<file path="config.mk">
export PLATFORM = sky130hd
export DESIGN_NAME = decode_scan
export DESIGN_NICKNAME = d
export VERILOG_FILES = /design/src/rtl/decode_scan.sv
export SDC_FILE = /design/constraint.sdc
export NUM_CORES = 1
export LEC_CHECK = 0
export CAP_MARGIN = 30
export CORE_AREA = 2 2 43 45
export DETAILED_ROUTE_END_ITERATION = 8
export DIE_AREA = 0 0 45 47
export GPL_TIMING_DRIVEN = 0
export PLACE_DENSITY_LB_ADDON = 0.05
export SYNTH_ARGS = -nofsm -noshare
export SYNTH_HDL_FRONTEND = slang
export SYNTH_SLANG_ARGS = --single-unit
export TNS_END_PERCENT = 5
</file>
<file path="constraint.sdc">
create_clock -name clk -period 2.24 [get_ports clk]
set_input_delay 0.224 -clock clk [delete_from_list [all_inputs] [get_ports clk]]
set_output_delay 0.224 -clock clk [all_outputs]
set_load 0.005 [all_outputs]
</file>
<file path="src/rtl/decode_scan.sv">
// decode_scan: registered one-cold (active-low) decoder with an auto-scan mode.
//
// Direct mode (scan=0) decodes sel with one cycle of latency. Scan mode
// (scan=1) walks idx through 0..N-1, holding each index for DWELL cycles,
// and pulses wrap for one cycle after idx rolls over from N-1 to 0.
// enable=1 blanks Y and freezes idx and the dwell counter.
//
// Build option:
//   DECODE_SCAN_BLANK_EN - break-before-make in scan mode. Y is all ones for
//                          the first cycle of every new dwell; that cycle is
//                          part of the dwell.
//
// Parameters:
//   SEL_W  - select width (1..4); N = 2**SEL_W outputs
//   DWELL  - cycles per index in scan mode (1..255)
//
// Ports:
//   clk    - clock, rising edge
//   reset  - synchronous active-high reset
//   sel    - direct-mode select (ignored in scan mode)
//   enable - 1 blanks Y and freezes idx/dwell; 0 allows decode
//   scan   - 0 direct decode, 1 auto-scan
//   Y      - registered one-cold outputs, Y[k] low when idx == k
//   idx    - registered current index
//   wrap   - registered one-cycle pulse after a scan roll-over
module decode_scan #(
  parameter int SEL_W = 2,
  parameter int DWELL = 4
) (
  input  logic                    clk,
  input  logic                    reset,
  input  logic [SEL_W-1:0]        sel,
  input  logic                    enable,
  input  logic                    scan,
  output logic [0:(2**SEL_W)-1]   Y,
  output logic [SEL_W-1:0]        idx,
  output logic                    wrap
);

  localparam int N      = 2**SEL_W;
  localparam int DCNT_W = 8;
  localparam logic [DCNT_W-1:0] DCNT_LAST = DCNT_W'(DWELL - 1);
  localparam logic [SEL_W-1:0]  IDX_LAST  = SEL_W'(N - 1);

`ifdef DECODE_SCAN_BLANK_EN
  localparam bit BLANK_STEP = 1'b1;
`else
  localparam bit BLANK_STEP = 1'b0;
`endif

  typedef logic [0:N-1] y_t;

  typedef enum logic {
    MODE_DIRECT = 1'b0,
    MODE_SCAN   = 1'b1
  } mode_t;

  function automatic y_t decode_cold(input logic [SEL_W-1:0] i);
    y_t r;
    for (int k = 0; k < N; k++) begin
      r[k] = (i != SEL_W'(k));
    end
    return r;
  endfunction

  mode_t              mode_p0, mode_d;
  y_t                 y_p0, y_d;
  logic [SEL_W-1:0]   idx_p0, idx_d;
  logic [DCNT_W-1:0]  dcnt_p0, dcnt_d;
  logic               wrap_p0, wrap_d;
  logic [SEL_W-1:0]   idx_step;

  assign idx_step = idx_p0 + 1'b1;

  always_comb begin
    mode_d = scan ? MODE_SCAN : MODE_DIRECT;
    y_d    = '1;
    idx_d  = idx_p0;
    dcnt_d = dcnt_p0;
    wrap_d = 1'b0;

    if (enable) begin
      // blanked: Y inactive, idx and dwell frozen, wrap suppressed
      y_d = '1;
    end else if (!scan) begin
      // direct decode; also the scan-exit edge, which reloads from sel
      idx_d  = sel;
      dcnt_d = '0;
      y_d    = decode_cold(sel);
    end else if (mode_p0 == MODE_DIRECT) begin
      // scan entry: restart the dwell at the current index without stepping
      dcnt_d = '0;
      y_d    = decode_cold(idx_p0);
    end else if (dcnt_p0 >= DCNT_LAST) begin
      idx_d  = idx_step;
      dcnt_d = '0;
      wrap_d = (idx_p0 == IDX_LAST);
      y_d    = BLANK_STEP ? y_t'('1) : decode_cold(idx_step);
    end else begin
      dcnt_d = dcnt_p0 + 1'b1;
      y_d    = decode_cold(idx_p0);
    end
  end

  // ---- register stage p0 ----
  always_ff @(posedge clk) begin
    if (reset) begin
      mode_p0 <= MODE_DIRECT;
      y_p0    <= '1;
      idx_p0  <= '0;
      dcnt_p0 <= '0;
      wrap_p0 <= 1'b0;
    end else begin
      mode_p0 <= mode_d;
      y_p0    <= y_d;
      idx_p0  <= idx_d;
      dcnt_p0 <= dcnt_d;
      wrap_p0 <= wrap_d;
    end
  end

  assign Y    = y_p0;
  assign idx  = idx_p0;
  assign wrap = wrap_p0;

endmodule

</file>
==> flow_summary_export.csv, run 1 <==
group,metric,value,unit
drt,firstDrtPassIters,4,
clock_network,cts_hold_buf,0,
drt,drtIter0Drc,6,
min_path,hold_class,"reg2reg",
grt,grt_usage,16.7,%
die,die-area,2120,um2
grt,antenna_found_initial,0,
placement,port_buffers,12,
power_and_ir_drop,p_leak,0.409,nW
setup_path,critPathMaxFanout,6,
yosys,ys_seq_area_share,41.5,%
clock_network,clkTransAtPathRegs,0.09,ns
sta,worst-slew-pin-transition,0.563,ns
placement,routabilityCongestion,0.791,
sta,finalSetupViolCount,0,
clock_network,cts.sinks,16,
clock_network,clk_path_buf_depth,2,
grt,grt-ovfl-total,0,
sta,skew,0.000663,ns
sta,period_share,94.5,%
yosys,synthMostInstantiatedCell,"dfxtp_1",
sta,finalMaxSlewViolations,0,
clock_network,clk-insertion-delay-late,0.27,ns
sta,setup_tns,0,ns
power_and_ir_drop,p_per_area,566,nW/um2
clock_network,cts_buffers,3,
sta,rsz0062_at_grt,"no",
sta,holdWs,0.500,ns
grt,grt_pass1_vias,595,
yosys,syn-num-nets,89,
yosys,yosysWarnings,0,
yosys,synth-seq-cells,16,
yosys,syn_area_per_cell,10.0,um2
clock_network,ctsHtreeMaxLevel,1,
sta,finalHoldViolations,0,
yosys,synth_edf_count,0,
sta,clock.fmax,0.473,GHz
yosys,syn-cell-area,772,um2
clock_network,cts-root-buf,"clkbuf_4",
clock_network,post_cts_resized,0,
job,max_cap_violations,0,
power_and_ir_drop,ir_drop,300,uV
layout,final_net_count,106,
yosys,netlist_top_cells_area,"dfxtp_1 41%, ha_1 9.7%, nor2_1 4.9%",
layout,area_growth,23.0,%
die,die_w,45,um
drt,totalWireLength,1370,um
yosys,synth_cell_types,31,
drt,viasPerCell,5.67,
setup_path,worstSetupStartpointType,"flip-flop",
yosys,ys_async_sr_fraction,0,%
drt,ant_nets,0,
grt,grt_pass1_wl,2500,um
layout,diodes,0,
drt,vias,624,
die,core_area,1650,um2
clock_network,cts_tree,"done",
layout,final_util,57.5,%
yosys,synth_cells,77,
clock_network,postCtsSetupRepairBufs,0,
power_and_ir_drop,power,537,uW
die,io_pins,13,
placement,dp_hpwl,1070,um
sta,period_minus_slack,2.12,ns
setup_path,critPathKind,"reg2reg",
setup_path,cp-end-kind,"flip-flop",
yosys,synthTopCellsByCount,"16 x dfxtp_1, 10 x nor2_1, 6 x ha_1",
die,rows,15,
die,fp.dieH,47,um
drt,drc,0,
grt,grt_max_degree,11,
setup_path,cp.required,2.45,ns
die,start_util,46.7,%
drt,drt-wirelength-per-cell,12.5,um
yosys,synth_area_leader_cell,"dfxtp_1",
layout,drive_gt1_share,8.60,%
yosys,yosysTopAreaCellShare,41.5,%
status,outcome,"finished clean",
setup_path,cp.arrival,2.32,ns
sta,slew_headroom,62.0,%
yosys,synth-main-ff-cell,"dfxtp_1",
-- routing by layer --
metal	global-route usage, %	vias to the layer above	wire (um)
met2	26.6	17	632
met1	21.2	294	673
met4	7.06	0	12
met3	4.62	2	55
li1	-	311	-
met5	0	-	0
-- through the flow --
stage	setup slack, ns	cells	instance area (um2)
floorplan	0.297	77	772
global placement	0.130	106	913
detailed placement	0.132	106	913
CTS	0.113	110	950
global route	0.00226	110	950
finish	0.124	110	950
-- cells in the final DEF (no fill, tap or decap), types with 2 or more instances in the layout --
master	instances
a2bb2oi_1	2
a31oi_1	3
and2_1	2
clkbuf_4	3
clkdlybuf4s50_1	12
dfxtp_1	16
ha_1	6
inv_1	4
mux2i_1	3
nand2_1	3
nor2_1	10
nor2b_1	2
nor4_1	3
nor4b_1	2
xor2_1	3
-- logic make-up after synthesis --
group,count (synthesis),synth area share (%)
AOI/OAI and AO/OA,12,14.6
and+or+nand+nor,30,21.9
DFF,16,41.5
xor gates and xnor gates,4,4.54
buffers and inverters,5,2.43
adders and majority gates,6,9.72
muxes,4,5.35
-- registers in the layout (all words and copies together), names as in the netlist --
| signal | cells |
|---|---|
| Y | 4 |
| dcnt_p0 | 8 |
| idx | 2 |
| mode_p0 | 1 |
| wrap | 1 |
-- critical path, stage by stage, from the launching register on --
cell,delay [ns]
dfxtp_1,0.34
ha_1,0.24
or4_4,0.45
o41ai_4,0.44
mux2_2,0.41
a31oi_1,0.17
-- layout make-up --
| cell class | instances | area [um2] |
|---|---|---|
| Buffer | 1 | 3.75 |
| Clock buffer | 4 | 36.3 |
| Inverter | 4 | 15.0 |
| Sequential cell | 16 | 320 |
| Tap cell | 17 | 21.3 |
| Fill cell | 153 | 702 |
| Timing Repair Buffer | 12 | 120 |
| Multi-Input combinational cell | 56 | 433 |
-- power breakdown --
part | total, mW | leakage (nW) | internal (mW) | switching (mW)
sequential | 0.298 | 0.130 | 0.291 | 0.00664
clock | 0.184 | 0.0210 | 0.0987 | 0.0849
combinational | 0.0562 | 0.258 | 0.0300 | 0.0262
total | 0.537 | 0.409 | 0.420 | 0.118
-- final timing paths --
path / start / endpoint / slack, ns / cells after the start
worst max-delay path: dcnt_p0[0] / Y[2] / 0.12 / 5
worst min-delay path: dcnt_p0[1] / dcnt_p0[1] / 0.50 / 1
worst max register to register: dcnt_p0[0] / Y[2] / 0.12 / 5
worst min register to register: dcnt_p0[1] / dcnt_p0[1] / 0.50 / 1
Note: power is estimated with default switching activity, not from simulation.
==> run 2, diff against run 1 <==
CTS_CLUSTER_DIAMETER = 50   (was not set)
==> results of run 2 <==
Same layout as run 1: the final DEF is identical, and so are final timing and power.
==> run 3, diff against run 2 <==
ABC_AREA = 0   (was not set)
ABC_CLOCK_PERIOD_IN_PS = 2240   (was not set)
==> results of run 3 <==
Same layout as run 1: the final DEF is identical, and so are final timing and power.
